**src/rtl/datapath_decode_if.sv**
```systemverilog
// ---------------------------------------------------------------------------
// datapath_decode_if
//
// Bundles the decode stage's pipeline-facing signals:
//   - IF/ID contents  : ifid_instr, ifid_pc2, ifid_valid
//   - execute control : ex_stall
//   - write-back port : wb_we, wb_addr, wb_data
//   - fetch control   : PCwrite, IFIDwrite, PCsrc, BT, flush
//   - ID/EX register  : idex_valid, idex_op, idex_imm_en, idex_rx, idex_ry,
//                       idex_rxdata, idex_rydata, idex_imm, idex_pc2
//
// The master modport is the decode stage; the slave modport is the
// surrounding pipeline (fetch, execute, write-back).
// ---------------------------------------------------------------------------
interface datapath_decode_if;
  logic [15:0] ifid_instr;
  logic [15:0] ifid_pc2;
  logic        ifid_valid;
  logic        ex_stall;
  logic        wb_we;
  logic [2:0]  wb_addr;
  logic [15:0] wb_data;

  logic        PCwrite;
  logic        IFIDwrite;
  logic        PCsrc;
  logic [15:0] BT;
  logic        flush;

  logic        idex_valid;
  logic [3:0]  idex_op;
  logic        idex_imm_en;
  logic [2:0]  idex_rx;
  logic [2:0]  idex_ry;
  logic [15:0] idex_rxdata;
  logic [15:0] idex_rydata;
  logic [15:0] idex_imm;
  logic [15:0] idex_pc2;

  modport master (
    input  ifid_instr, ifid_pc2, ifid_valid, ex_stall, wb_we, wb_addr, wb_data,
    output PCwrite, IFIDwrite, PCsrc, BT, flush,
    output idex_valid, idex_op, idex_imm_en, idex_rx, idex_ry,
    output idex_rxdata, idex_rydata, idex_imm, idex_pc2
  );

  modport slave (
    output ifid_instr, ifid_pc2, ifid_valid, ex_stall, wb_we, wb_addr, wb_data,
    input  PCwrite, IFIDwrite, PCsrc, BT, flush,
    input  idex_valid, idex_op, idex_imm_en, idex_rx, idex_ry,
    input  idex_rxdata, idex_rydata, idex_imm, idex_pc2
  );
endinterface

```
**src/rtl/datapath_decode.sv**
```systemverilog
// ---------------------------------------------------------------------------
// datapath_decode
//
// Instruction-decode / register-read stage of the 16-bit pipelined core.
// Decodes the IF/ID instruction, reads the 8x16 register file (with
// same-cycle write-back bypass), detects load-use hazards, optionally
// resolves j/call early, drives the fetch controls and loads ID/EX.
//
// Ports:
//   clk     - clock, all state on posedge
//   reset   - asynchronous, active-low reset
//   dec_if  - datapath_decode_if.master (IF/ID in, write-back in,
//             ex_stall in, fetch controls out, ID/EX fields out)
//
// Build option:
//   DECODE_BRANCH_EN - when defined, j/call are resolved here (PCsrc=0,
//                      flush=1, BT = target). When undefined, PCsrc=1,
//                      flush=0, BT=0 and jumps are left to execute.
// ---------------------------------------------------------------------------
module datapath_decode #(
  parameter int RF_DEPTH = 8
) (
  input logic               clk,
  input logic               reset,
  datapath_decode_if.master dec_if
);

  typedef enum logic [3:0] {
    OP_MV   = 4'd0,
    OP_ADD  = 4'd1,
    OP_SUB  = 4'd2,
    OP_CMP  = 4'd3,
    OP_LD   = 4'd4,
    OP_ST   = 4'd5,
    OP_MVHI = 4'd6,
    OP_J    = 4'd8,
    OP_JZ   = 4'd9,
    OP_JN   = 4'd10,
    OP_CALL = 4'd12
  } opcode_e;

  typedef struct packed {
    logic        valid;
    logic [3:0]  op;
    logic        imm_en;
    logic [2:0]  rx;
    logic [2:0]  ry;
    logic [15:0] rxdata;
    logic [15:0] rydata;
    logic [15:0] imm;
    logic [15:0] pc2;
  } idex_t;

  // -------------------------------------------------------------------------
  // Instruction fields
  // -------------------------------------------------------------------------
  logic [15:0] instr;
  logic [3:0]  op;
  logic        imm_en;
  logic [2:0]  rx;
  logic [2:0]  ry;
  logic [7:0]  imm8;
  logic [15:0] off11;

  assign instr  = dec_if.ifid_instr;
  assign op     = instr[3:0];
  assign imm_en = instr[4];
  assign rx     = instr[7:5];
  assign ry     = instr[10:8];
  assign imm8   = instr[15:8];
  // Jump offsets are halfword counts: sign-extend imm11 and scale by 2.
  assign off11  = {{4{instr[15]}}, instr[15:5], 1'b0};

  // -------------------------------------------------------------------------
  // Register file
  // -------------------------------------------------------------------------
  logic [15:0] rf_q [RF_DEPTH];

  // NOTE: the register file is built from resettable flops rather than a
  // RAM so that every register reads 0 straight out of reset; sequential
  // state is assigned with <= so all flops sample the pre-edge values.
  always_ff @(posedge clk or negedge reset) begin
    if (!reset) begin
      for (int i = 0; i < RF_DEPTH; i++) rf_q[i] <= '0;
    end else if (dec_if.wb_we) begin
      rf_q[dec_if.wb_addr] <= dec_if.wb_data;
    end
  end

  // A write-back to the register being read wins over the stored value.
  logic [15:0] rx_data;
  logic [15:0] ry_data;

  assign rx_data = (dec_if.wb_we && dec_if.wb_addr == rx) ? dec_if.wb_data : rf_q[rx];
  assign ry_data = (dec_if.wb_we && dec_if.wb_addr == ry) ? dec_if.wb_data : rf_q[ry];

  // -------------------------------------------------------------------------
  // Decode: source usage and immediate
  // -------------------------------------------------------------------------
  logic        reads_rx;
  logic        reads_ry;
  logic        is_jump;
  logic [15:0] imm;

  // NOTE: every always_comb output gets a default before any branch, so no
  // path leaves a value held and no latch is inferred.
  always_comb begin
    reads_rx = 1'b0;
    reads_ry = 1'b0;
    is_jump  = 1'b0;
    case (op)
      OP_ADD, OP_SUB, OP_CMP, OP_ST: begin
        reads_rx = 1'b1;
        reads_ry = !imm_en;
      end
      OP_MV, OP_LD: begin
        reads_ry = !imm_en;
      end
      OP_MVHI: begin
        reads_rx = 1'b1;
      end
      OP_J, OP_JZ, OP_JN, OP_CALL: begin
        // Register form jumps through Rx; immediate form reads nothing.
        reads_rx = !imm_en;
        is_jump  = 1'b1;
      end
      default: ;
    endcase
  end

  always_comb begin
    imm = {{8{imm8[7]}}, imm8};
    if (op == OP_MVHI) begin
      imm = {imm8, 8'h00};
    end else if (is_jump) begin
      imm = off11;
    end
  end

  // -------------------------------------------------------------------------
  // Hazard and early branch
  // -------------------------------------------------------------------------
  idex_t idex_q;
  idex_t idex_d;
  idex_t decoded;
  logic  lu;
  logic  br;
  logic [15:0] bt;

  // The loaded register is ld's Rx; compare it with whatever this
  // instruction actually sources.
  assign lu = idex_q.valid && (idex_q.op == OP_LD) && dec_if.ifid_valid &&
              ((reads_rx && idex_q.rx == rx) || (reads_ry && idex_q.rx == ry));

`ifdef DECODE_BRANCH_EN
  assign br = dec_if.ifid_valid && (op == OP_J || op == OP_CALL);
  assign bt = imm_en ? (dec_if.ifid_pc2 + off11) : rx_data;
`else
  assign br = 1'b0;
  assign bt = 16'h0000;
`endif

  // -------------------------------------------------------------------------
  // Control and ID/EX next state
  // -------------------------------------------------------------------------
  always_comb begin
    decoded = '0;
    if (dec_if.ifid_valid) begin
      decoded.valid  = 1'b1;
      decoded.op     = op;
      decoded.imm_en = imm_en;
      decoded.rx     = rx;
      decoded.ry     = ry;
      decoded.rxdata = rx_data;
      decoded.rydata = ry_data;
      decoded.imm    = imm;
      decoded.pc2    = dec_if.ifid_pc2;
    end
  end

  logic pc_write;
  logic ifid_write;
  logic pc_src;
  logic flush;

  always_comb begin
    pc_write   = 1'b1;
    ifid_write = 1'b1;
    pc_src     = 1'b1;
    flush      = 1'b0;
    idex_d     = decoded;
    if (dec_if.ex_stall) begin
      pc_write   = 1'b0;
      ifid_write = 1'b0;
      idex_d     = idex_q;
    end else if (lu) begin
      pc_write   = 1'b0;
      ifid_write = 1'b0;
      idex_d     = '0;
    end else if (br) begin
      // The jump itself still goes down the pipe so call can link r7.
      pc_src = 1'b0;
      flush  = 1'b1;
    end
  end

  always_ff @(posedge clk or negedge reset) begin
    if (!reset) begin
      idex_q <= '0;
    end else begin
      idex_q <= idex_d;
    end
  end

  // -------------------------------------------------------------------------
  // Outputs
  // -------------------------------------------------------------------------
  assign dec_if.PCwrite     = pc_write;
  assign dec_if.IFIDwrite   = ifid_write;
  assign dec_if.PCsrc       = pc_src;
  assign dec_if.BT          = bt;
  assign dec_if.flush       = flush;

  assign dec_if.idex_valid  = idex_q.valid;
  assign dec_if.idex_op     = idex_q.op;
  assign dec_if.idex_imm_en = idex_q.imm_en;
  assign dec_if.idex_rx     = idex_q.rx;
  assign dec_if.idex_ry     = idex_q.ry;
  assign dec_if.idex_rxdata = idex_q.rxdata;
  assign dec_if.idex_rydata = idex_q.rydata;
  assign dec_if.idex_imm    = idex_q.imm;
  assign dec_if.idex_pc2    = idex_q.pc2;

endmodule

```
**src/flat_wrapper.sv**
```systemverilog
// flat-port wrapper written by rule: the top's interface ports become plain ports
module datapath_decode_flat 
#(
  parameter int RF_DEPTH = 8
)
  (clk, reset, dec_if_ifid_instr, dec_if_ifid_pc2, dec_if_ifid_valid, dec_if_ex_stall, dec_if_wb_we, dec_if_wb_addr, dec_if_wb_data, dec_if_PCwrite, dec_if_IFIDwrite, dec_if_PCsrc, dec_if_BT, dec_if_flush, dec_if_idex_valid, dec_if_idex_op, dec_if_idex_imm_en, dec_if_idex_rx, dec_if_idex_ry, dec_if_idex_rxdata, dec_if_idex_rydata, dec_if_idex_imm, dec_if_idex_pc2);
  datapath_decode_if dec_if_i ();
  input logic clk;
  input logic reset;
  input wire logic [$bits(dec_if_i.ifid_instr)-1:0] dec_if_ifid_instr;
  input wire logic [$bits(dec_if_i.ifid_pc2)-1:0] dec_if_ifid_pc2;
  input wire logic [$bits(dec_if_i.ifid_valid)-1:0] dec_if_ifid_valid;
  input wire logic [$bits(dec_if_i.ex_stall)-1:0] dec_if_ex_stall;
  input wire logic [$bits(dec_if_i.wb_we)-1:0] dec_if_wb_we;
  input wire logic [$bits(dec_if_i.wb_addr)-1:0] dec_if_wb_addr;
  input wire logic [$bits(dec_if_i.wb_data)-1:0] dec_if_wb_data;
  output wire logic [$bits(dec_if_i.PCwrite)-1:0] dec_if_PCwrite;
  output wire logic [$bits(dec_if_i.IFIDwrite)-1:0] dec_if_IFIDwrite;
  output wire logic [$bits(dec_if_i.PCsrc)-1:0] dec_if_PCsrc;
  output wire logic [$bits(dec_if_i.BT)-1:0] dec_if_BT;
  output wire logic [$bits(dec_if_i.flush)-1:0] dec_if_flush;
  output wire logic [$bits(dec_if_i.idex_valid)-1:0] dec_if_idex_valid;
  output wire logic [$bits(dec_if_i.idex_op)-1:0] dec_if_idex_op;
  output wire logic [$bits(dec_if_i.idex_imm_en)-1:0] dec_if_idex_imm_en;
  output wire logic [$bits(dec_if_i.idex_rx)-1:0] dec_if_idex_rx;
  output wire logic [$bits(dec_if_i.idex_ry)-1:0] dec_if_idex_ry;
  output wire logic [$bits(dec_if_i.idex_rxdata)-1:0] dec_if_idex_rxdata;
  output wire logic [$bits(dec_if_i.idex_rydata)-1:0] dec_if_idex_rydata;
  output wire logic [$bits(dec_if_i.idex_imm)-1:0] dec_if_idex_imm;
  output wire logic [$bits(dec_if_i.idex_pc2)-1:0] dec_if_idex_pc2;
  assign dec_if_i.ifid_instr = dec_if_ifid_instr;
  assign dec_if_i.ifid_pc2 = dec_if_ifid_pc2;
  assign dec_if_i.ifid_valid = dec_if_ifid_valid;
  assign dec_if_i.ex_stall = dec_if_ex_stall;
  assign dec_if_i.wb_we = dec_if_wb_we;
  assign dec_if_i.wb_addr = dec_if_wb_addr;
  assign dec_if_i.wb_data = dec_if_wb_data;
  assign dec_if_PCwrite = dec_if_i.PCwrite;
  assign dec_if_IFIDwrite = dec_if_i.IFIDwrite;
  assign dec_if_PCsrc = dec_if_i.PCsrc;
  assign dec_if_BT = dec_if_i.BT;
  assign dec_if_flush = dec_if_i.flush;
  assign dec_if_idex_valid = dec_if_i.idex_valid;
  assign dec_if_idex_op = dec_if_i.idex_op;
  assign dec_if_idex_imm_en = dec_if_i.idex_imm_en;
  assign dec_if_idex_rx = dec_if_i.idex_rx;
  assign dec_if_idex_ry = dec_if_i.idex_ry;
  assign dec_if_idex_rxdata = dec_if_i.idex_rxdata;
  assign dec_if_idex_rydata = dec_if_i.idex_rydata;
  assign dec_if_idex_imm = dec_if_i.idex_imm;
  assign dec_if_idex_pc2 = dec_if_i.idex_pc2;
  datapath_decode #(.RF_DEPTH(RF_DEPTH)) u_core (.clk(clk), .reset(reset), .dec_if(dec_if_i));
endmodule
```
**config.mk**
```make
export PLATFORM = sky130hd
export DESIGN_NAME = datapath_decode_flat
export DESIGN_NICKNAME = d
export VERILOG_FILES = /design/src/rtl/datapath_decode_if.sv /design/src/rtl/datapath_decode.sv /design/src/flat_wrapper.sv
export SDC_FILE = /design/constraint.sdc
export NUM_CORES = 1
export LEC_CHECK = 0
export BUFFER_PORTS_ARGS = -buffer_cell sky130_fd_sc_hd__clkbuf_2
export CORE_MARGIN = 3
export CORE_UTILIZATION = 40
export DETAILED_ROUTE_END_ITERATION = 8
export SYNTH_ARGS = -nofsm -noshare
export SYNTH_HDL_FRONTEND = slang
export SYNTH_SLANG_ARGS = --single-unit
```
**constraint.sdc**
```tcl
create_clock -name clk -period 4.05 [get_ports clk]
set_input_delay 0.405 -clock clk [delete_from_list [all_inputs] [get_ports clk]]
set_output_delay 0.405 -clock clk [all_outputs]
set_load 0.01 [all_outputs]
```
; Yosys cells after proc, flatten, opt, wreduce, memory -nomap -nowiden
; Index checks and enable logic that the tools add are counted.
[totals]
regBits = 204
input_bits = 56
output_inout_bits = 96
wordCells = 73
[op_classes]
n_lt_le_gt_ge = 4
n_eq_ne = 15
muxes = 20
bitwise = 3
n_reduce_logical = 14
[ops]
columns = cell, count
row1 = two-way mux 76 bit, 2
row2 = bitwise mux 128 bit, 1
row3 = two-way mux 16 bit, 7
row4 = binary-select mux 16 bit (select 3 bit), 2
row5 = demux 16 bit (select 3 bit), 1
row6 = "equality test 4 x 3 -> 1 bit, second input constant", 4
row7 = "equality test 4 bit, second input constant", 4
row8 = two-way mux 15 bit, 1
row9 = equality test 3 bit, 4
row10 = "greater-or-equal comparator 4 bit, second input constant", 3
row11 = inverter 3 -> 4 bit, 3
row12 = two-way mux 11 bit, 1
row13 = "equality test 4 x 2 -> 1 bit, second input constant", 2
row14 = logical AND 1 bit, 8
row15 = OR reduction 6 bit, 1
row16 = OR reduction 5 bit, 1
row17 = "equality test 4 x 1 -> 1 bit, second input constant", 1
row18 = zero test 4 bit, 1
row19 = "< comparator 4 x 1 -> 1 bit, second input constant", 1
row20 = two-way mux 1 bit, 4
row21 = OR reduction 4 bit, 1
row22 = case mux 1 bit (2 select lines), 1
row23 = zero test 1 bit, 1
row24 = logical OR 1 bit, 1

; Longest topological paths before layout
; Gate-level depths: netlist of run 1.
[depth]
word_depth = 8
ltp_mapped = 8
depth_no_buf = 5

; Worst setup path before layout of run 1
; No wires, ideal clock.
[synth_timing]
path_type = reg-to-output
startpoint = reg u_core.idex_q, in the netlist u_core.dec_if.idex_op[1]
endpoint = out dec_if_PCwrite
t_arrival_ps = 1646
t_required_ps = 3645
slack_ps = 1999
stages_incl_launch_ff = 6
path_buffers = 1
path_cell_list = dfrtp_1 or4b_1 nor4_1 and3_2 nor2_1 buf_4
[synth_between]
elab_chain_len = 6
[synth_lines]
columns = item, line_no
row1 = from (decl), datapath_decode.sv:143  ; idex_t idex_q;
row2 = from (signal assigned), datapath_decode.sv:211  ; idex_q <= idex_d;
row3 = equality test 4 x 3 -> 1 bit, datapath_decode.sv:152  ; assign lu = idex_q.valid && (idex_q.op == OP_LD) && dec_if.ifid_valid &&
row4 = logical AND 1 bit (3 in series), datapath_decode.sv:152
row5 = two-way mux 1 bit (2 in series), --
row6 = to (decl), flat_wrapper.sv:17  ; output wire logic [$bits(dec_if_i.PCwrite)-1:0] dec_if_PCwrite;
; No other way between the ends.

; Worst setup path in the final report of run 1
[layout_timing]
startpoint = reg u_core.idex_q, in the netlist u_core.dec_if.idex_op[1]
endpoint = out dec_if_PCwrite
[layout_between]
elab_chain_len = 6
[layout_lines]
columns = item, line_no
row1 = equality test 4 x 3 -> 1 bit, datapath_decode.sv:152
row2 = logical AND 1 bit (3 in series), datapath_decode.sv:152
row3 = two-way mux 1 bit, datapath_decode.sv:196  ; end else if (lu) begin
row4 = two-way mux 1 bit, datapath_decode.sv:192  ; if (dec_if.ex_stall) begin
; No other way between the ends.

==> flow_metrics.py, run 1 <==
metrics = {
    "status": {
        "run_status": "complete, but fails checks",
        "violations": "hold timing",
    },
    "worst_setup_path": {
        "cp_slowest_cell": "or4b_1",
        "path_cells": "or4b_1, nor4_1, and3_2, nor2_1, clkbuf_2",
        "worstPathMaxFanout": 4,
        "critical-path-max-stage-delay_ps": 570,
        "r2r_setup_slack_ps": 1640,
        "r2r_end": "u_core.dec_if.idex_rydata[4]",
        "end_kind": "output port",
        "critical_path_class": "reg2out",
        "crit_arrival_ps": 2270,
        "worstPathRequired_ps": 3640,
        "worst_setup_path_start_kind": "flip-flop",
        "reg2reg_depth": 6,
        "r2r-start": "u_core.dec_if.idex_op[1]",
    },
    "global_routing": {
        "antenna_found_initial": 0,
        "grt_pass1_vias": 7517,
        "track_usage": 0.209,
        "grt_pass1_wl_mm": 46.4,
        "grt_max_degree": 110,
        "grt_overflow": 0,
    },
    "synthesis": {
        "synth_largest_area_cell": "dfrtp_1",
        "synthCells": 850,
        "yosysSeqAreaShare": 0.495,
        "synth_ff_type": "dfrtp_1",
        "synth_top_cells_by_area": "dfrtp_1 50%, mux2_2 21%, mux4_2 7.0%",
        "syn_area_sq_um": 10300,
        "synth_cell_types": 42,
        "synth_top_area_share": 0.495,
        "avgSynthCellArea_sq_um": 12.1,
        "ys_ff_latch": 204,
        "synth_edf_count": 0,
        "yosys_warnings": 0,
        "async_reset_ff_frac": 1.00,
    },
    "power_and_ir_drop": {
        "leakagePower_nw": 5.30,
        "power_density_nw_per_um2": 501,
        "peakVddDrop_mv": 0.378,
    },
    "clocking": {
        "clk_latency_ps": 500,
        "clock-sinks": 204,
        "holdBufCountCts": 0,
        "htreeDepth": 1,
        "clkTransAtPathRegs_ps": 60,
        "cts_buffers": 23,
        "post-cts-setup-buffers": 0,
        "cts_buffer_depth": 3,
        "postCtsResizedCells": 0,
        "cts_tree": "built",
        "root_buffer": "clkbuf_16",
    },
    "cells_and_area": {
        "final_util": 0.473,
        "layout_commonest_cell": "dfrtp_1",
        "layout.nets": 1008,
        "drive_gt1_frac": 0.438,
        "fillers": 2299,
        "syn2layout_area_growth_pct": 15.9,
        "antenna_cells": 0,
        "layout_common_cells": "204 x dfrtp_1, 190 x mux2_2, 132 x clkbuf_2, 55 x nand2_1, 46 x o21ai_0",
    },
    "placed_design": {
        "gp_congestion": 0.779,
        "port_buffers": 133,
        "dp.final_hpwl_mm": 18.7,
    },
    "sta": {
        "final.min_clock_period_ps": 2680,
        "finalCritPeriodShare": 0.661,
        "drv_slew": 0,
        "fmax_ghz": 0.374,
        "skew_ps": 7.08,
        "worst_pin_slew_ps": 1150,
        "finalSetupViolCount": 0,
        "rsz0062_at_grt": "no",
        "totalNegativeSetupSlack_ps": 0,
        "whs_ps": -18.1,
        "slew_headroom": 0.229,
        "hold_viol_final": 4,
    },
    "drt": {
        "ant_nets": 0,
        "wl_met1_mm": 12.7,
        "vias": 7369,
        "drc": 0,
        "drt_first_iter_violations": 534,
        "wl_per_cell_microns": 22.5,
        "dr.pass1.iters": 4,
        "dr.max_layer_used": "met4",
        "wl_met3_mm": 1.80,
        "via_per_inst": 5.68,
        "met2_wirelength_mm": 14.0,
        "wirelength_mm": 29.2,
    },
    "flow_run": {
        "drv_cap": 0,
    },
    "floorplanning": {
        "fp-row-count": 58,
        "die_y_microns": 167,
        "start_util": 0.408,
        "die_area_sq_um": 27700,
        "coreArea_sq_um": 25300,
        "fp.dieW_microns": 167,
        "ios": 152,
    },
    "min_path": {
        "min_path_type": "in2async",
    },
}
## critical path: cells and delay by family, from the launching register on
family | cells | cell delay, ps
buffers and inverters | 1 | 150
flip-flops | 1 | 400
AND/OR/NAND/NOR | 4 | 1220
## metal layers
layer  GRT usage  vias to the layer above
li1            -                     3282
met4      0.0542                        0
met1       0.287                     3774
met5           0                        -
met3      0.0385                       56
met2       0.345                      257
## area by class of cell
cell class	instances	area (sq um)	share of cell area
clock inverters	8	97.6	0.00817
repair buffers	160	890	0.0745
well taps	330	413	0.0346
clock buffers	33	653	0.0547
inverters	2	7.51	0.000629
multi-input cells	561	4780	0.400
flip-flops and latches	204	5100	0.427
## synth_stat cells (3+ instances only)
| master | number |
|---|---|
| a2111oi_0 | 3 |
| clkbuf_2 | 3 |
| buf_2 | 18 |
| nor3_1 | 34 |
| a221oi_1 | 3 |
| buf_1 | 22 |
| nor2_1 | 34 |
| a22o_1 | 28 |
| a21oi_1 | 36 |
| nor2b_1 | 4 |
| dfrtp_1 | 204 |
| mux2_2 | 190 |
| xnor2_1 | 8 |
| o21ai_0 | 46 |
| mux4_2 | 32 |
| nand4b_1 | 3 |
| mux2i_1 | 7 |
| o22ai_1 | 31 |
| clkbuf_1 | 34 |
| buf_4 | 20 |
| nand2_1 | 55 |
| nand2b_1 | 6 |
| xor2_1 | 4 |
## kinds of logic after synthesis
| family | Yosys count | synth area share |
|---|---|---|
| AND/OR/NAND/NOR | 149 | 0.0690 |
| AO/OA/AOI/OAI | 152 | 0.0915 |
| buffers and inverters | 101 | 0.0481 |
| adder cells (fa/ha/maj) | 1 | 0.000971 |
| multiplexers | 229 | 0.284 |
| XOR/XNOR | 12 | 0.0102 |
| other | 2 | 0.000729 |
| flip-flops | 204 | 0.495 |
## worst max path at each step
stage / startpoint / cells past startpoint / endpoint / slack, ps
after global routing: u_core.dec_if.idex_op[1] / 5 / dec_if_IFIDwrite / 1280
after CTS: u_core.dec_if.idex_op[1] / 5 / dec_if_PCwrite / 1370
after detailed placement: dec_if_ifid_instr[7] / 7 / u_core.dec_if.idex_imm_en / 1540
after global placement: dec_if_ifid_instr[7] / 7 / u_core.dec_if.idex_ry[0] / 1540
after floorplan: u_core.dec_if.idex_op[1] / 5 / dec_if_PCwrite / 2000
final: u_core.dec_if.idex_op[1] / 5 / dec_if_PCwrite / 1370
## metrics by stage
step / instances / setup slack, ps / total power [mW] / area, sq um / hold WS, ps
after global placement: 1257 / 1540 / 3.90 / 11200 / 465
after detailed placement: 1257 / 1540 / 3.94 / 11200 / 473
after global routing: 1298 / 1280 / 6.29 / 11900 / 52.8
after CTS: 1298 / 1370 / 6.04 / 11900 / 38.0
final: 1298 / 1370 / 5.99 / 11900 / -18.1
after floorplan: 866 / 2000 / 3.52 / 10400 / 109
## power breakdown
group / switching, mW / internal (mW) / total, mW / leakage (nW)
sequential: 0.260 / 2.41 / 2.67 / 2.53
combinational: 0.561 / 0.676 / 1.24 / 2.41
clock: 0.840 / 1.25 / 2.09 / 0.360
total: 1.66 / 4.33 / 5.99 / 5.30
## sequential cells by signal, indices dropped and copies added (netlist names)
register,cells
u_core.dec_if.idex_ry,3
u_core.dec_if.idex_rxdata,16
u_core.rf_q,128
u_core.dec_if.idex_pc2,16
u_core.dec_if.idex_rydata,16
u_core.dec_if.idex_valid,1
u_core.dec_if.idex_rx,3
u_core.dec_if.idex_imm_en,1
u_core.dec_if.idex_op,4
u_core.dec_if.idex_imm,16
Note: power is estimated with default switching activity, not from simulation.
==> run 2: changes to the inputs <==
Settings changed: ABC_AREA from default to 1.
Clock period 4.05 ns to 2.3 ns, I/O delays scaled along.
==> run 2 against run 1 <==
Largest cell class is now multi-input gates. Sequential cell count did not move. Critical path type unchanged. Sequential power rose by 72%. Clock skew increased by 5.9 ps. Die area rose by 7.8%. Non-clock buffer count rose by 23. The run now ends clean. Register-to-register slack worse by 1100 ps. Highest routed layer unchanged. Clock power grew 88%. Global-route usage is 3.3 points higher.
==> flow_metrics.py, run 2 <==
metrics = {
    "global_routing": {
        "grt_pass1_vias": 10500,
        "antenna_found_initial": 0,
        "grt_pass1_wl_mm": 58.8,
        "grt_max_degree": 68,
        "grt_overflow": 0,
        "track_usage": 0.242,
    },
    "drt": {
        "drt_first_iter_violations": 1063,
        "wirelength_mm": 36.9,
        "via_per_inst": 5.29,
        "ant_nets": 0,
        "wl_per_cell_microns": 17.9,
        "drc": 0,
        "vias": 10900,
        "dr.pass1.iters": 5,
    },
    "cells_and_area": {
        "antenna_cells": 0,
        "stdcell_count": 2063,
        "syn2layout_area_growth_pct": 16.2,
        "fillers": 2836,
        "top_register": "u_core.rf_q",
        "layout.nets": 1731,
        "drive_gt1_frac": 0.143,
        "layout_commonest_cell": "nand2_1",
        "layout_common_cells": "659 x nand2_1, 283 x nand3_1, 204 x dfrtp_1, 132 x clkbuf_2, 125 x o21ai_0",
        "final_cell_area_sq_um": 12900,
        "largest_reg_flops": 128,
    },
    "clocking": {
        "postCtsResizedCells": 0,
        "root_buffer": "clkbuf_16",
        "clock-sinks": 204,
        "holdBufCountCts": 6,
        "clk_latency_ps": 520,
        "htreeDepth": 1,
        "cts_tree": "built",
        "post-cts-setup-buffers": 0,
        "cts_buffers": 25,
        "cts_buffer_depth": 3,
        "clkTransAtPathRegs_ps": 60,
    },
    "min_path": {
        "whs_path_depth": 4,
        "holdPathEnd": "u_core.dec_if.idex_pc2[11]",
        "min_from": "dec_if_ifid_pc2[11]",
        "min_path_type": "in2reg",
    },
    "worst_setup_path": {
        "critical_path_class": "reg2out",
        "worstPathMaxFanout": 5,
        "worstPathRequired_ps": 2070,
        "cp_slowest_cell": "dfrtp_1",
        "path_buf_inv": 2,
        "reg2reg_depth": 9,
        "path_cells": "inv_1, o21ai_0, nor2_1, nand2_1, nand2_1, a21oi_1, clkbuf_2",
        "critical-path-max-stage-delay_ps": 420,
        "cpMostUsedCell": "nand2_1",
        "end_kind": "output port",
        "cp_top_family": "flip-flops",
        "r2r-start": "u_core.dec_if.idex_rx[2]",
        "crit_arrival_ps": 1770,
        "r2r_setup_slack_ps": 580,
        "r2r_end": "u_core.dec_if.idex_imm[0]",
        "worst_setup_path_start_kind": "flip-flop",
    },
    "floorplanning": {
        "die_y_microns": 173,
        "die_area_sq_um": 29900,
        "ios": 152,
        "fp-row-count": 60,
        "coreArea_sq_um": 27200,
        "start_util": 0.410,
        "fp.dieW_microns": 173,
    },
    "synthesis": {
        "synth_edf_count": 0,
        "ys_ff_latch": 204,
        "yosysSeqAreaShare": 0.458,
        "async_reset_ff_frac": 1.00,
        "syn_area_sq_um": 11100,
        "yosysMostFrequentCell": "nand2_1",
        "synthCells": 1580,
        "synth_commonest_cells": "659 x nand2_1, 283 x nand3_1, 204 x dfrtp_1",
        "avgSynthCellArea_sq_um": 7.05,
        "synth_cell_types": 23,
        "yosys_warnings": 0,
        "synth_largest_area_cell": "dfrtp_1",
        "synth_top_area_share": 0.458,
        "synth_top_cells_by_area": "dfrtp_1 46%, nand2_1 22%, nand3_1 13%",
        "synth_ff_type": "dfrtp_1",
    },
    "sta": {
        "skew_ps": 13.0,
        "drv_slew": 0,
        "final.setup.worst_slack_ps": 298,
        "finalCritPeriodShare": 0.871,
        "whs_ps": 12.4,
        "rsz0062_at_grt": "no",
        "worst_pin_slew_ps": 685,
        "finalSetupViolCount": 0,
        "hold_viol_final": 0,
        "final.min_clock_period_ps": 2000,
        "fmax_ghz": 0.499,
        "totalNegativeSetupSlack_ps": 0,
        "slew_headroom": 0.544,
    },
    "power_and_ir_drop": {
        "power_density_nw_per_um2": 811,
        "p_switching_mw": 3.21,
        "peakVddDrop_mv": 0.496,
        "p_seq_frac": 0.436,
        "p_int_mw": 7.28,
        "leakagePower_nw": 6.65,
        "switching_share": 0.306,
        "combPwrFrac": 0.190,
        "pwr-share-clk": 0.374,
    },
    "placed_design": {
        "gp_congestion": 0.830,
        "port_buffers": 133,
        "place_area_sq_um": 12100,
        "dp.final_hpwl_mm": 22.8,
        "place_ws_ps": 515,
        "placed_cells": 2014,
    },
    "status": {
        "run_status": "completed",
    },
    "flow_run": {
        "drv_cap": 0,
    },
}
==> run 2: cell types whose count changed after synthesis, moves of 28 or more <==
cell and change:
o22ai_1 -30, mux2_2 -190, nand2_1 +604, nand3_1 +283, o21ai_0 +79, mux4_2 -32
nor2_1 +34, a22o_1 -28, nand3b_1 +29
==> run 2: area by class of cell <==
class                      instances  area (sq um)  share of cell area
multi-input combinational       1220          5270               0.407
sequential                       204          5100               0.395
timing repair buffer             183          1130              0.0871
clock buffer                      39           768              0.0594
tap                              372           465              0.0360
inverter                          41           154              0.0119
clock inverter                     4          47.5             0.00367
==> run 2: logic make-up after synthesis <==
| family | synth area share |
|---|---|
| AOI/OAI and AO/OA | 0.0669 |
| xor gates and xnor gates | 0.000786 |
| buffers and inverters | 0.0745 |
| DFF | 0.458 |
| other | 0.000674 |
| and+or+nand+nor | 0.399 |
==> run 2: power by group through the flow <==
stage	combinational (mW)	sequential [mW]	clock (mW)
CTS	2.01	4.57	3.99
floorplan	1.28	4.59	0
global route	2.29	4.65	4.13
finish	1.99	4.58	3.92
global placement	1.96	4.61	0
detailed placement	1.99	4.63	0
==> run 2: worst min-delay path: cells and delay by family <==
kind	cells	cell delay (ps)
buffers and inverters	1	80
AND/OR/NAND/NOR	3	190
==> run 2: worst max path at each step <==
stage	depth (start not counted)	endpoint	from	slack, ps
finish	7	dec_if_IFIDwrite	u_core.dec_if.idex_rx[2]	300
global route	7	dec_if_PCwrite	u_core.dec_if.idex_rx[2]	130
CTS	7	dec_if_IFIDwrite	u_core.dec_if.idex_rx[2]	280
detailed placement	10	u_core.dec_if.idex_imm[0]	dec_if_ifid_instr[10]	510
global placement	10	u_core.dec_if.idex_imm[1]	dec_if_ifid_instr[10]	500
floorplan	7	dec_if_PCwrite	u_core.dec_if.idex_rx[2]	840
==> run 2: metrics by stage <==
| step | utilization | power (mW) |
|---|---|---|
| 2_1_floorplan | - | 5.87 |
| 3_3_place_gp | 0.444 | 6.57 |
| 3_5_place_dp | 0.444 | 6.62 |
| 4_1_cts | 0.476 | 10.6 |
| 5_1_grt | 0.476 | 11.1 |
| 6_report | 0.476 | 10.5 |
==> run 2: layer usage <==
metal | global-route usage | wire length [microns] | vias up
met5 | 0 | 0 | -
met4 | 0.0878 | 1270 | 0
met3 | 0.0332 | 2210 | 87
met2 | 0.401 | 17100 | 413
met1 | 0.325 | 16300 | 5141
li1 | - | - | 5271
